==> config.mk <==
export PLATFORM = sky130hd
export DESIGN_NAME = mem_lsu
export DESIGN_NICKNAME = d
export VERILOG_FILES = /design/src/rtl/mem_lsu.sv
export SDC_FILE = /design/constraint.sdc
export NUM_CORES = 1
export LEC_CHECK = 0
export BUFFER_PORTS_ARGS = -buffer_cell sky130_fd_sc_hd__buf_2
export CAP_MARGIN = 40
export CORE_UTILIZATION = 53
export CTS_CLUSTER_DIAMETER = 120
export CTS_CLUSTER_SIZE = 28
export DETAILED_ROUTE_END_ITERATION = 10
export PLACE_DENSITY = 0.88
export SYNTH_ARGS = -nofsm -noshare
export SYNTH_HDL_FRONTEND = slang
export SYNTH_SLANG_ARGS = --single-unit
==> constraint.sdc <==
create_clock -name clk -period 5.65 [get_ports clk]
set_input_delay 0.8475 -clock clk [delete_from_list [all_inputs] [get_ports clk]]
set_output_delay 0.8475 -clock clk [all_outputs]
set_load 0.01 [all_outputs]
==> src/rtl/mem_lsu.sv <==
// rtl/mem_lsu.sv - memory-access stage: load/store over req/gnt/rvalid bus, write-back to mem_wb
// Optional misaligned-access trap: LSU_MISALIGN_TRAP_EN
module mem_lsu #(
    parameter int TIMEOUT_CYCLES = 255
) (
    input  logic        clk,
    input  logic        rst,
    input  logic        mem_req_i,
    input  logic        mem_we_i,
    input  logic [2:0]  mem_funct3_i,
    input  logic [31:0] mem_addr_i,
    input  logic [31:0] mem_wdata_i,
    input  logic [31:0] reg_wdata_i,
    input  logic        reg_we_i,
    input  logic [4:0]  reg_waddr_i,
    output logic        bus_req_o,
    output logic        bus_we_o,
    output logic [31:0] bus_addr_o,
    output logic [31:0] bus_wdata_o,
    output logic [3:0]  bus_be_o,
    input  logic        bus_gnt_i,
    input  logic        bus_rvalid_i,
    input  logic [31:0] bus_rdata_i,
    output logic        stall_o,
    output logic        bus_err_o,
    output logic        misalign_o,
    output logic [31:0] reg_wdata_o,
    output logic        reg_we_o,
    output logic [4:0]  reg_waddr_o
);
    typedef enum logic [1:0] {IDLE, REQ, WAIT, DONE} state_t;

    localparam logic [15:0] TO_LAST = 16'(TIMEOUT_CYCLES - 1);

    state_t      state;
    logic        lat_we;
    logic        lat_rwe;
    logic [2:0]  lat_f3;
    logic [1:0]  lat_off;
    logic [4:0]  lat_waddr;
    logic [31:0] cap_data;
    logic        err_flag;
    logic [15:0] cnt;
    logic        misaligned;
    logic        accept;
    logic [3:0]  be_nxt;
    logic [31:0] wdata_nxt;
    logic [31:0] rd_shift;
    logic [15:0] rd_half;
    logic [31:0] ld_data;

`ifdef LSU_MISALIGN_TRAP_EN
    always_comb begin
        misaligned = 1'b0;
        if (mem_req_i) begin
            case (mem_funct3_i)
                3'b000, 3'b100: misaligned = 1'b0;
                3'b001, 3'b101: misaligned = mem_addr_i[0];
                default:        misaligned = (mem_addr_i[1:0] != 2'b00);
            endcase
        end
    end
`else
    assign misaligned = 1'b0;
`endif

    assign accept = (state == IDLE) && mem_req_i && !misaligned;

    always_comb begin
        be_nxt    = 4'b1111;
        wdata_nxt = mem_wdata_i;
        case (mem_funct3_i)
            3'b000, 3'b100: begin
                be_nxt    = 4'b0001 << mem_addr_i[1:0];
                wdata_nxt = {4{mem_wdata_i[7:0]}};
            end
            3'b001, 3'b101: begin
                be_nxt    = mem_addr_i[1] ? 4'b1100 : 4'b0011;
                wdata_nxt = {2{mem_wdata_i[15:0]}};
            end
            default: begin
                be_nxt    = 4'b1111;
                wdata_nxt = mem_wdata_i;
            end
        endcase
    end

    // Lane select uses the offset latched at accept; ex_mem may not change under us, but it is not relied on.
    assign rd_shift = bus_rdata_i >> {lat_off, 3'b000};
    assign rd_half  = lat_off[1] ? bus_rdata_i[31:16] : bus_rdata_i[15:0];

    always_comb begin
        case (lat_f3)
            3'b000:  ld_data = {{24{rd_shift[7]}}, rd_shift[7:0]};
            3'b100:  ld_data = {24'h0, rd_shift[7:0]};
            3'b001:  ld_data = {{16{rd_half[15]}}, rd_half};
            3'b101:  ld_data = {16'h0, rd_half};
            default: ld_data = bus_rdata_i;
        endcase
    end

    always_ff @(posedge clk or negedge rst) begin
        if (!rst) begin
            state       <= IDLE;
            bus_req_o   <= 1'b0;
            bus_we_o    <= 1'b0;
            bus_addr_o  <= 32'h0;
            bus_wdata_o <= 32'h0;
            bus_be_o    <= 4'h0;
            lat_we      <= 1'b0;
            lat_rwe     <= 1'b0;
            lat_f3      <= 3'h0;
            lat_off     <= 2'h0;
            lat_waddr   <= 5'h0;
            cap_data    <= 32'h0;
            err_flag    <= 1'b0;
            cnt         <= 16'h0;
        end else begin
            case (state)
                IDLE: begin
                    if (accept) begin
                        lat_we      <= mem_we_i;
                        lat_rwe     <= reg_we_i;
                        lat_f3      <= mem_funct3_i;
                        lat_off     <= mem_addr_i[1:0];
                        lat_waddr   <= reg_waddr_i;
                        cap_data    <= 32'h0;
                        err_flag    <= 1'b0;
                        cnt         <= 16'h0;
                        bus_req_o   <= 1'b1;
                        bus_we_o    <= mem_we_i;
                        bus_addr_o  <= {mem_addr_i[31:2], 2'b00};
                        bus_wdata_o <= wdata_nxt;
                        bus_be_o    <= be_nxt;
                        state       <= REQ;
                    end
                end
                REQ: begin
                    if (bus_gnt_i) begin
                        bus_req_o <= 1'b0;
                        state     <= bus_we_o ? DONE : WAIT;
                    end
                end
                WAIT: begin
                    if (bus_rvalid_i) begin
                        cap_data <= ld_data;
                        cnt      <= 16'h0;
                        state    <= DONE;
                    end else if (cnt == TO_LAST) begin
                        cap_data <= 32'h0;
                        err_flag <= 1'b1;
                        cnt      <= 16'h0;
                        state    <= DONE;
                    end else begin
                        cnt <= cnt + 16'h1;
                    end
                end
                DONE: begin
                    err_flag <= 1'b0;
                    state    <= IDLE;
                end
                default: state <= IDLE;
            endcase
        end
    end

    // Reset also forces the combinational pass-through path to zero.
    always_comb begin
        stall_o     = 1'b0;
        bus_err_o   = 1'b0;
        misalign_o  = 1'b0;
        reg_wdata_o = 32'h0;
        reg_we_o    = 1'b0;
        reg_waddr_o = 5'h0;
        if (rst) begin
            case (state)
                IDLE: begin
                    if (!mem_req_i) begin
                        reg_wdata_o = reg_wdata_i;
                        reg_we_o    = reg_we_i;
                        reg_waddr_o = reg_waddr_i;
                    end else if (misaligned) begin
                        misalign_o = 1'b1;
                    end else begin
                        stall_o = 1'b1;
                    end
                end
                REQ, WAIT: stall_o = 1'b1;
                DONE: begin
                    reg_wdata_o = cap_data;
                    reg_waddr_o = lat_waddr;
                    reg_we_o    = lat_rwe && !lat_we;
                    bus_err_o   = err_flag;
                end
                default: stall_o = 1'b0;
            endcase
        end
    end
endmodule
---- Word level (Yosys, flattened, before mapping) ----
Index checks and enable logic that the tools add are counted.
cells by class
  add/sub/neg operators ................... 1
  equal/unequal tests ..................... 15
  shift-type cells ........................ 2
  multiplexer cells ....................... 40
  reductions and logical operators ........ 18
operators with widths
  operator                                              number
  one-hot mux 32 bit (2 select lines)                   3
  two-way mux 32 bit                                    5
  one-hot mux 32 bit (4 select lines)                   1
  two-way mux 16 bit                                    4
  one-hot mux 16 bit (2 select lines)                   1
  >> shifter 32 x 5 -> 8 bit                            1
  adder 16 x 1 -> 16 bit, second input constant         1
  equality test 16 x 8 -> 1 bit, second input constant  1
  equality test 3 bit, second input constant            4
  two-way mux 1 bit                                     12
  two-way mux 5 bit                                     2
  one-hot mux 5 bit (2 select lines)                    1
  AND reduction 3 bit                                   3
  two-way mux 2 bit                                     4
  != test 2 bit, second input constant                  4
  one-hot mux 2 bit (4 select lines)                    1
  one-hot mux 4 bit (2 select lines)                    1
  equality test 3 x 1 -> 1 bit, second input constant   2
  logical NOT 3 bit                                     2
  one-hot mux 1 bit (2 select lines)                    3
  OR reduction 2 bit                                    3
  equality test 2 bit, second input constant            2
  two-way mux 4 bit                                     1
  AND reduction 2 bit                                   2
  other kinds (10)                                      12
storage, ports and cells
  bits in registers ....................... 130
  bits of input ports ..................... 143
  output and inout bits ................... 111
  word-level logic and storage cells ...... 89

---- Depth between registers and ports, before layout ----
  depth after elaboration ................. 4
  gate-level depth with buffers ........... 9
  gate-level depth less buffers ........... 6

---- Worst setup path after synthesis ----
No wires, ideal clock.
  path kind ............................... input-to-output
  from .................................... in mem_req_i
  to ...................................... out reg_waddr_o[4]
  data arrival time ....................... 1,691 ps
  data required time ...................... 4,803 ps
  slack ................................... 3,112 ps
  stages on the path ...................... 5
  buffers on the path ..................... 2
  cell sequence ........................... nor2b_1 buf_2 clkbuf_1 a22oi_1 nor2_1
between the ends
  longest elaborated chain between the ends .. 3
ends and longest elaborated chain
  element                             RTL line  source
  from (decl)                         8         input logic mem_req_i,
  two-way mux 5 bit                   178       if (!mem_req_i) begin
  one-hot mux 5 bit (2 select lines)  176       case (state)
  two-way mux 5 bit                   175       if (rst) begin
  to (decl)                           29        output logic [4:0] reg_waddr_o
Every way passes these cells.

---- Final worst setup path ----
  from .................................... reg state[1]
  to ...................................... out reg_wdata_o[13]
between the ends
  longest elaborated chain between the ends .. 3
  elaborated cells on any way between the ends .. 4
  those cells by class .................... eq/ne (1); mux (2); reduce/logical (1)
ends and longest elaborated chain
  element                                                   RTL line  source
  from (decl)                                               35        state_t state;
  from (signal assigned)                                    141       state <= bus_we_o ? DONE : WAIT;
  equality test 2 bit or logical NOT 2 bit (tied branches)  176
  one-hot mux 32 bit (2 select lines) *                     176
  two-way mux 32 bit *                                      175
  to (decl)                                                 27        output logic [31:0] reg_wdata_o,
Every way passes the cells marked *; elsewhere a longest branch is shown, timed or not.

==> impl_summary.md <==
GRT
The met3 track demand over resource in global routing is 9.69%. After global routing the overflow that remains totals 0. The initial antenna violation count is 0.

The global-route usage over all layers is 29.8%. Entering global routing, the biggest net connects 84 pins. In the global route stage, met1 resource usage came out at 32.9%. The most heavily used metal layer in global routing is met2.

The via count of the first global-routing pass came to 5931. The first global-routing pass estimated 29.5 mm of wire. Global routing used 50.7% of the available met2 tracks.

Timing
On the final layout, the worst clock skew is 6.45 ps. The count of endpoints failing hold in the final timing report is 0. The tightest slew margin relative to the limit is 38.9%.

At the pin with the least slew margin, the transition time is 912 ps. Dividing the final minimum period by the clock period gives 62.1%. For the finished layout, the period the worst path requires is 3510 ps.

The highest clock frequency the design can meet is 0.285 GHz. Setup repair after global routing left no endpoint under its margin. Setup violations remaining at the end of the flow were counted as 0. In the final timing run, aggregate negative setup slack is 0 ps. The max-slew violation total from the final report is 0.

Final layout
The number of diodes is 0. Leaving out fill and tap cells, the most frequent cells in the layout are sky130_fd_sc_hd__buf_2, sky130_fd_sc_hd__dfrtp_1, sky130_fd_sc_hd__nor2_1. The filler cell count in the final layout is 884.

The fraction of layout instances using a drive strength above 1 is 39.3%. The register area is 3250 um^2. Leaving out fill and tap cells, the most frequent cell in the layout is sky130_fd_sc_hd__buf_2. The net count of the finished layout is 1028.

The area of the multi-input gates is 3200 um^2. The finished layout holds 1056 standard cells, fillers aside. The area added between synthesis and finish is 30.0%.

Synth
Yosys mapped a number of flops with a built-in enable equal to 0. The post-synthesis area per instance is 10.3 um^2. The distinct cell type count after synthesis is 52. The most used flip-flop cell after synthesis is sky130_fd_sc_hd__dfrtp_1. The total number of yosys warnings is 0. The number of standard cells after synthesis is 647. Sequential elements use 48.7% of the synthesized area.

The proportion of register bits with asynchronous set or reset after synthesis is 100%. The synthesized area is 6680 um^2. The synthesized design contains 130 register bits.

CTS
The number of clock buffers inserted by TritonCTS is 17. After clock tree synthesis, the clock-pin slew on the worst setup and hold paths is 50 ps. For this design, the sink count on the clock tree is 130. The count of cells resized by post-cts repair is 0.

The later-pin clock latency in the skew report is 420 ps. The tree is rooted in a sky130_fd_sc_hd__clkbuf_16. The deepest clock path buffer count is 2.

The clock tree from TritonCTS is built. The depth of the CTS H-tree is 4. The post-CTS repair timing setup buffer count is 0.

The number of hold buffers added after CTS was 0.

Outcome
The flow ran to the end, and the final reports show no timing, DRC or antenna violations.

Worst setup path
At the worst endpoint, the arrival time is 2660 ps. The largest stage delay on the critical path is 530 ps. The critical path is of the flip-flop to primary output type. In this run the critical register-to-register path is launched from cnt[8]$_DFFE_PN0P_. The worst-case register-to-register setup slack is 2930 ps.

For the worst setup path, the data required time is 4800 ps. The nature of the critical path endpoint is a primary output. The signal on the critical path passes through inv_1 -> ha_1 -> nor2b_4 -> buf_4 -> a22oi_1 -> nor2_1 -> buf_2.

The number of cells on the worst reg-to-reg path is 5. In this run the critical register-to-register path is captured at cap_data[7]$_DFFE_PN0P_. The worst-path maximum fanout is 29.

The worst setup path is launched from a flip-flop. The cell with the biggest individual delay on the critical path is sky130_fd_sc_hd__nor2b_4.

Drt
The post-route DRC violation count is 0. The routed layout has 6139 vias. Dividing the detail-routed via count by the number of cells gives 5.81. For this block, the initial DRC count from the detailed router was 448.

Before antenna repair, the detailed router went through 5 iterations. The average wire per cell in the routed design is 18.1 um. The number of nets still failing antenna checks after routing is 0.

After detailed routing, the total wire length is 19.1 mm.

Floorplan
The total number of placement rows is 40. The floorplan step defined a core boundary enclosing 12200 um^2. The die covers 13100 um^2.

For this configuration, the core starts out at a cell density of 54.9%. In this run the count of I/O pins placed on the die edge is 254. Measured along the y axis, the die boundary spans 114 um. In this run the horizontal extent of the chip is 114 um.

Placement
The count of buffers added on input and output ports is 250. The congestion estimate from routability-driven global placement came to 0.920. The number of placed cells counting well taps is 1026.

Detailed placement finished with a half-perimeter wire length of 13.2 mm.

Power
The overall power of the completed layout is 0.00448 W. The leakage power total is 4.22 nW. IR analysis of the VDD net gives a maximum drop of 0.373 mV. The power per standard cell area is 516 nW/um^2.

Worst hold path
The class of the tightest hold or removal check is input pin to async pin.

Job
Max-cap violations in this run came to 0.
-- power breakdown --
group / switching (W) / leakage, nW / internal [W] / total (W)
logic: 0.000983 / 2.29 / 0.000797 / 0.00178
registers: 0.000299 / 1.64 / 0.00131 / 0.00161
clock network: 0.000383 / 0.287 / 0.000711 / 0.00109
total: 0.00167 / 4.22 / 0.00282 / 0.00448
-- worst max-delay path, delay by kind of cell (launching register included) --
family,cells,cell delay (ps)
AOI/OAI and AO/OA,1,120
adders and majority gates,1,370
buffers and inverters,3,660
DFF,1,450
and+or+nand+nor,2,640
-- cell families (layout without fill, tap and decap cells) --
family | count (synthesis) | in the layout | synth area share, %
other cells | 1 | 3 | 0.0561
compound gates | 168 | 168 | 17.6
xor+xnor | 6 | 6 | 0.787
flops | 130 | 130 | 48.7
buf+inv | 62 | 301 | 3.82
simple gates | 186 | 186 | 13.3
fa+ha+maj | 7 | 7 | 1.31
mux | 87 | 87 | 14.4
-- registers in the layout (all words and copies together) (netlist names), 3 cells and up --
signal / flops
cap_data: 32
cnt: 16
bus_wdata_o: 32
lat_waddr: 5
lat_f3: 3
bus_addr_o: 30
bus_be_o: 4
-- layout make-up --
cell class	count	area share, %
repair buffers	261	16.0
flip-flops and latches	130	37.4
inverters	11	0.475
clock inverters	4	0.835
well taps	168	2.42
clock buffers	25	5.93
multi-input cells	457	36.9
-- layer usage --
metal | vias to the layer above | part of all wire, %
met2 | 307 | 49
met5 | - | 0
li1 | 2805 | -
met3 | 73 | 8.7
met1 | 2954 | 37
met4 | 0 | 4.6
-- through the flow --
stage	instance area (um^2)	hold WS, ps	setup WS [ps]	utilization [%]
2_1_floorplan	6690	457	3110	-
3_3_place_gp	8010	458	2610	65.9
3_5_place_dp	8090	465	2570	66.5
4_1_cts	8680	441	2140	71.3
5_1_grt	8690	473	1930	71.4
6_report	8690	428	2140	71.4
-- worst max path at each step --
stage                                    start         endpoint  slack, ps  depth (start not counted)
after floorplan                      mem_req_i   reg_waddr_o[4]       3110                          5
after global placement                     rst  reg_wdata_o[25]       2610                          5
after detailed placement                   rst  reg_wdata_o[15]       2570                          5
after CTS                 state[0]$_DFFE_PN0P_  reg_wdata_o[15]       2140                          7
after global routing      state[0]$_DFFE_PN0P_   reg_wdata_o[2]       1930                          7
final                     state[1]$_DFFE_PN0P_  reg_wdata_o[13]       2140                          7
-- synth_stat cells, types with 2 or more instances --
library cell | instances | area share (%)
sky130_fd_sc_hd__nor4_1 | 6 | 0.56
sky130_fd_sc_hd__a21o_1 | 2 | 0.22
sky130_fd_sc_hd__or3_1 | 3 | 0.28
sky130_fd_sc_hd__nor3b_1 | 3 | 0.34
sky130_fd_sc_hd__ha_1 | 7 | 1.3
sky130_fd_sc_hd__nor3_1 | 8 | 0.60
sky130_fd_sc_hd__inv_1 | 11 | 0.62
sky130_fd_sc_hd__and3_1 | 2 | 0.19
sky130_fd_sc_hd__a21oi_1 | 24 | 1.8
sky130_fd_sc_hd__mux2_2 | 51 | 8.6
sky130_fd_sc_hd__a221o_1 | 7 | 1.0
sky130_fd_sc_hd__a22oi_1 | 38 | 4.3
sky130_fd_sc_hd__nand2_1 | 51 | 2.9
sky130_fd_sc_hd__nand2b_1 | 5 | 0.47
sky130_fd_sc_hd__mux4_2 | 2 | 0.67
sky130_fd_sc_hd__nor2b_1 | 22 | 2.1
sky130_fd_sc_hd__xnor2_1 | 6 | 0.79
sky130_fd_sc_hd__o22ai_1 | 2 | 0.19
sky130_fd_sc_hd__dfrtp_1 | 130 | 49
sky130_fd_sc_hd__nand4_1 | 5 | 0.47
sky130_fd_sc_hd__buf_1 | 3 | 0.17
sky130_fd_sc_hd__nand3_1 | 4 | 0.30
sky130_fd_sc_hd__or4_1 | 2 | 0.22
sky130_fd_sc_hd__buf_2 | 6 | 0.45
sky130_fd_sc_hd__o221ai_1 | 6 | 0.79
sky130_fd_sc_hd__clkbuf_1 | 38 | 2.1
sky130_fd_sc_hd__a31o_2 | 2 | 0.26
sky130_fd_sc_hd__a22o_1 | 11 | 1.4
sky130_fd_sc_hd__o2bb2ai_1 | 17 | 2.2
sky130_fd_sc_hd__nor4b_1 | 3 | 0.39
sky130_fd_sc_hd__a32o_1 | 2 | 0.30
sky130_fd_sc_hd__nor2_1 | 65 | 3.7
sky130_fd_sc_hd__buf_4 | 4 | 0.45
sky130_fd_sc_hd__mux2i_1 | 33 | 4.9
sky130_fd_sc_hd__o21ai_0 | 47 | 3.5
sky130_fd_sc_hd__a2111oi_0 | 3 | 0.39
(Power assumes the default switching activity.)
